--- config.mk ---
export PLATFORM = sky130hd
export DESIGN_NAME = serial_frame_rx
export DESIGN_NICKNAME = d
export VERILOG_FILES = /design/src/rtl/serial_frame_rx.sv
export SDC_FILE = /design/constraint.sdc
export NUM_CORES = 1
export LEC_CHECK = 0
export ABC_AREA = 1
export CAP_MARGIN = 5
export CORE_AREA = 2 2 51 53
export CTS_CLUSTER_SIZE = 20
export DETAILED_ROUTE_END_ITERATION = 10
export DIE_AREA = 0 0 53 55
export GPL_TIMING_DRIVEN = 0
export PLACE_DENSITY = 0.8
export SLEW_MARGIN = 10
export SYNTH_ARGS = -nofsm -noshare
export SYNTH_HDL_FRONTEND = slang
export SYNTH_SLANG_ARGS = --single-unit
--- constraint.sdc ---
create_clock -name clk -period 3.6 [get_ports clk]
set_input_delay 0.72 -clock clk [delete_from_list [all_inputs] [get_ports clk]]
set_output_delay 0.72 -clock clk [all_outputs]
set_load 0.05 [all_outputs]
--- src/rtl/serial_frame_rx.sv ---
// Serial frame receiver: hunts for a sync pattern, then shifts in
// WIDTH data bits MSB-first plus one parity bit.
//
// Ports:
//   clk        rising-edge clock
//   reset      asynchronous active-low reset
//   d_in       serial bit from the upstream flip-flop Q
//   bit_en     sample d_in at this edge; all state holds when low
//   data_out   last good frame word, MSB = first data bit received
//   data_valid one-cycle pulse, data_out just updated
//   parity_err one-cycle pulse, frame discarded for bad parity
//   busy       high while in DATA or PARITY
module serial_frame_rx #(
    parameter int                    WIDTH        = 8,
    parameter int                    SYNC_LEN     = 4,
    parameter logic [SYNC_LEN-1:0]   SYNC_PATTERN = 4'b1011,
    parameter bit                    ODD_PARITY   = 1'b0
) (
    input  logic             clk,
    input  logic             reset,
    input  logic             d_in,
    input  logic             bit_en,
    output logic [WIDTH-1:0] data_out,
    output logic             data_valid,
    output logic             parity_err,
    output logic             busy
);

    localparam int CW = (WIDTH > 2) ? $clog2(WIDTH) : 1;

    typedef enum logic [1:0] {
        HUNT,
        DATA,
        PARITY
    } state_t;

    state_t              state;
    // Holds the previous SYNC_LEN-1 bits; together with d_in this
    // forms the full SYNC_LEN-bit window after the shift.
    logic [SYNC_LEN-2:0] sync_sr;
    logic [WIDTH-1:0]    data_sr;
    logic [CW-1:0]       bit_cnt;

    logic [SYNC_LEN-1:0] sync_next;
    logic                par_pass;

    assign sync_next = {sync_sr, d_in};
    assign par_pass  = ((^data_sr) ^ d_in) == ODD_PARITY;

    always_ff @(posedge clk or negedge reset) begin
        if (!reset) begin
            state      <= HUNT;
            sync_sr    <= '0;
            data_sr    <= '0;
            bit_cnt    <= '0;
            data_out   <= '0;
            data_valid <= 1'b0;
            parity_err <= 1'b0;
            busy       <= 1'b0;
        end else begin
            data_valid <= 1'b0;
            parity_err <= 1'b0;
            if (bit_en) begin
                unique case (state)
                    HUNT: begin
                        sync_sr <= sync_next[SYNC_LEN-2:0];
                        if (sync_next == SYNC_PATTERN) begin
                            state   <= DATA;
                            bit_cnt <= '0;
                            busy    <= 1'b1;
                        end
                    end
                    DATA: begin
                        data_sr <= {data_sr[WIDTH-2:0], d_in};
                        bit_cnt <= bit_cnt + CW'(1);
                        if (bit_cnt == CW'(WIDTH - 1)) begin
                            state <= PARITY;
                        end
                    end
                    PARITY: begin
                        if (par_pass) begin
                            data_out   <= data_sr;
                            data_valid <= 1'b1;
                        end else begin
                            parity_err <= 1'b1;
                        end
                        // Frame bits never seed the next sync search.
                        sync_sr <= '0;
                        state   <= HUNT;
                        busy    <= 1'b0;
                    end
                    default: begin
                        state <= HUNT;
                        busy  <= 1'b0;
                    end
                endcase
            end
        end
    end

endmodule
==> metrics <==
Total Wirelength=2.49 mm; top cell type by total area after synthesis=dfrtp_1; syn_area_per_cell=7.97 µm²; Cell Pwr Density=886 mW/mm²; CP max stage delay=0.82 ns; minimum clock period=2.24 ns; Detailed Route Iter0 Violations=24; outcome=finished clean; Fill cells=204; Power Internal=0.000684 W; Root Driver=clkbuf_4; Sw Ratio=48.9%; H-tree levels=1; initial core utilization=55.9%; final setup vio count=0; most common cell in the netlist=nand2_1; I/O pin cnt=15; Worst path top cell family by delay=buffers and inverters; post-synth top area share=51.1%; most instantiated cells after synthesis=72 x nand2_1, 27 x dfrtp_1, 18 x inv_1; Reg power frac=38.1%; number of buffers created by CTS=3; CTS resizes=0; mapped cell area=0.00132 mm²; via count=1,110; RSZ-0062 raised after global routing=no; Fin Clk Skew=0.00248 ns; Gate power share=52.3%; DRC=0; Die Height=55 µm; Final GP Congestion=0.731; Post-Layout Cell Count=213; area grow syn2layout=14.3%; clock tree buffer depth=2; Post-synth top flop=dfrtp_1; setup bufs post-CTS=0; count of different cell masters after synthesis=19; largest cells by area after synthesis=dfrtp_1 51%, nand2_1 20%, nand3_1 5.7%; hpwl dp=1.92 mm; remaining antenna violation count=0; layout cell share with drive strength beyond 1=7.10%; Max IR drop VDD=0.522 mV; final setup margin=1.36 ns; max-slew violations=0; CTS tree=built; CP endpoint kind=output pin; clock transition at the registers of the reported paths=0.13 ns; worst path cell trace=clkdlybuf4s50_1; Synthesized Nets=172; fmax=0.447 GHz; # rows=18; setup TNS=0 ns; critical path's slowest cell=clkdlybuf4s50_1; crit path max fanout=2; Port Buffer Count=13; MaxCap Viol Count=0; Buf/Inv on CP=1; fin nets=190; worst relative slew slack=61.0%; Multi-input gate area=557 µm²; global-route wire length before repair=4.33 mm; Worst EP required=2.88 ns; Die Width=53 µm; WL/cell=11.7 µm; Tcrit/Tclk final=62.1%; Hold Violations, Final=0; DRT Pass-1 Iters=4; Total Routing Usage GR=20.2%; sw power=0.000655 W; pin count of the biggest net entering global routing=28; min-delay worst type=input pin to asynchronous set/reset pin; vias per cell=5.21; asr flop ratio synth=100%; Placed Cells=209; antenna cell count=0; YS warnings=0; post-synthesis sequential area ratio=51.1%; Worst-Skew Late Latency=0.32 ns; crit path DAT=1.52 ns; Hold Slack=0.378 ns; post-synthesis sequential element count=27; crit path launch type=flip-flop; Post-synth EDFFs=0; Worst Tran Pin Value=0.585 ns; vias in the first global route=1,042; CTS sink cnt=27; Static Leak=0.814 nW; hold buffers post-CTS=0; FF+latch area=676 µm²; Placement Setup Slack=1.45 ns; critical path type=flip-flop to output pin; full die area=0.00292 mm²; initial antenna violation count=0; Gate Count Post-Synth=166; grt ovf=0; Clk pwr share=9.6%; core box area=0.00236 mm²
==> layout by cell type, fill, tap and decap left out <==
cell type | Yosys | final
nand2_1 | 72 | 72
dfrtp_1 | 27 | 27
inv_1 | 18 | 18
nand3_1 | 15 | 15
o21ai_0 | 12 | 12
clkdlybuf4s50_1 | 0 | 12
nor2_1 | 5 | 5
nor2_4 | 3 | 3
clkbuf_4 | 0 | 3
o22ai_1 | 2 | 2
ha_1 | 2 | 2
buf_4 | 1 | 1
inv_2 | 1 | 1
nand2_2 | 1 | 1
nor3_1 | 1 | 1
nor2_8 | 1 | 1
nand3_2 | 1 | 1
buf_6 | 1 | 1
nand4_1 | 1 | 1
a31oi_1 | 1 | 1
o31ai_1 | 1 | 1
clkbuf_1 | 0 | 1
buf_2 | 0 | 1
==> logic make-up (layout without fill, tap and decap cells) <==
| group | count (synthesis) | count (layout) | synth area share (%) |
|---|---|---|---|
| AND/OR/NAND/NOR | 100 | 100 | 33.7 |
| flip-flops | 27 | 27 | 51.1 |
| buffers and inverters | 21 | 38 | 6.81 |
| adder cells (fa/ha/maj) | 2 | 2 | 1.89 |
| AO/OA/AOI/OAI | 16 | 16 | 6.53 |
==> final timing paths <==
kind                                          from                      end  slack, ns  depth (start not counted)
setup / recovery           data_out[7]$_DFFE_PN0P_              data_out[7]       1.36                          1
hold / removal                               reset  data_out[3]$_DFFE_PN0P_       0.38                          1
setup reg to reg            data_sr[1]$_DFFE_PN0P_  data_out[3]$_DFFE_PN0P_       2.11                         10
hold reg to reg            data_out[1]$_DFFE_PN0P_  data_out[1]$_DFFE_PN0P_       0.49                          2
max in group asynchronous                    reset  data_out[1]$_DFFE_PN0P_       2.85                          1
min in group clk           data_out[1]$_DFFE_PN0P_  data_out[1]$_DFFE_PN0P_       0.49                          2
==> layer usage <==
layer,vias up,global-route usage (%),share of wire (%)
li1,557,-,-
met1,523,26.2,47
met2,25,34.4,48
met3,5,2.42,3.5
met4,0,8.97,1.4
met5,-,0,0
==> cell type report <==
class | instances | share of cell area (%)
Sequential cell | 27 | 44.7
Multi-Input combinational cell | 118 | 36.8
Timing Repair Buffer | 13 | 8.28
Inverter | 19 | 4.72
Tap cell | 30 | 2.48
Clock buffer | 4 | 1.74
Buffer | 2 | 1.24
==> state kept, by name, summed over array words and instances, names as in the netlist <==
signal,count
sync_sr,3
parity_err,1
data_out,8
bit_cnt,3
data_sr,8
busy,1
data_valid,1
state,2
==> power by group through the flow <==
stage               Combinational [W]  Sequential, W  Clock (W)
CTS                          0.000704       0.000509   0.000132
detailed placement           0.000703       0.000516          0
global placement             0.000675       0.000507          0
finish                       0.000701       0.000510   0.000128
global route                 0.000785       0.000526   0.000141
floorplan                    0.000378       0.000646          0
==> stage by stage <==
step                utilization, %  power [W]  instance area [µm²]
global route                  63.9    0.00145                 1510
CTS                           64.1    0.00135                 1520
finish                        63.9    0.00134                 1510
floorplan                        -    0.00102                 1320
global placement              63.0    0.00118                 1490
detailed placement            63.0    0.00122                 1490
(Power assumes the default switching activity.)
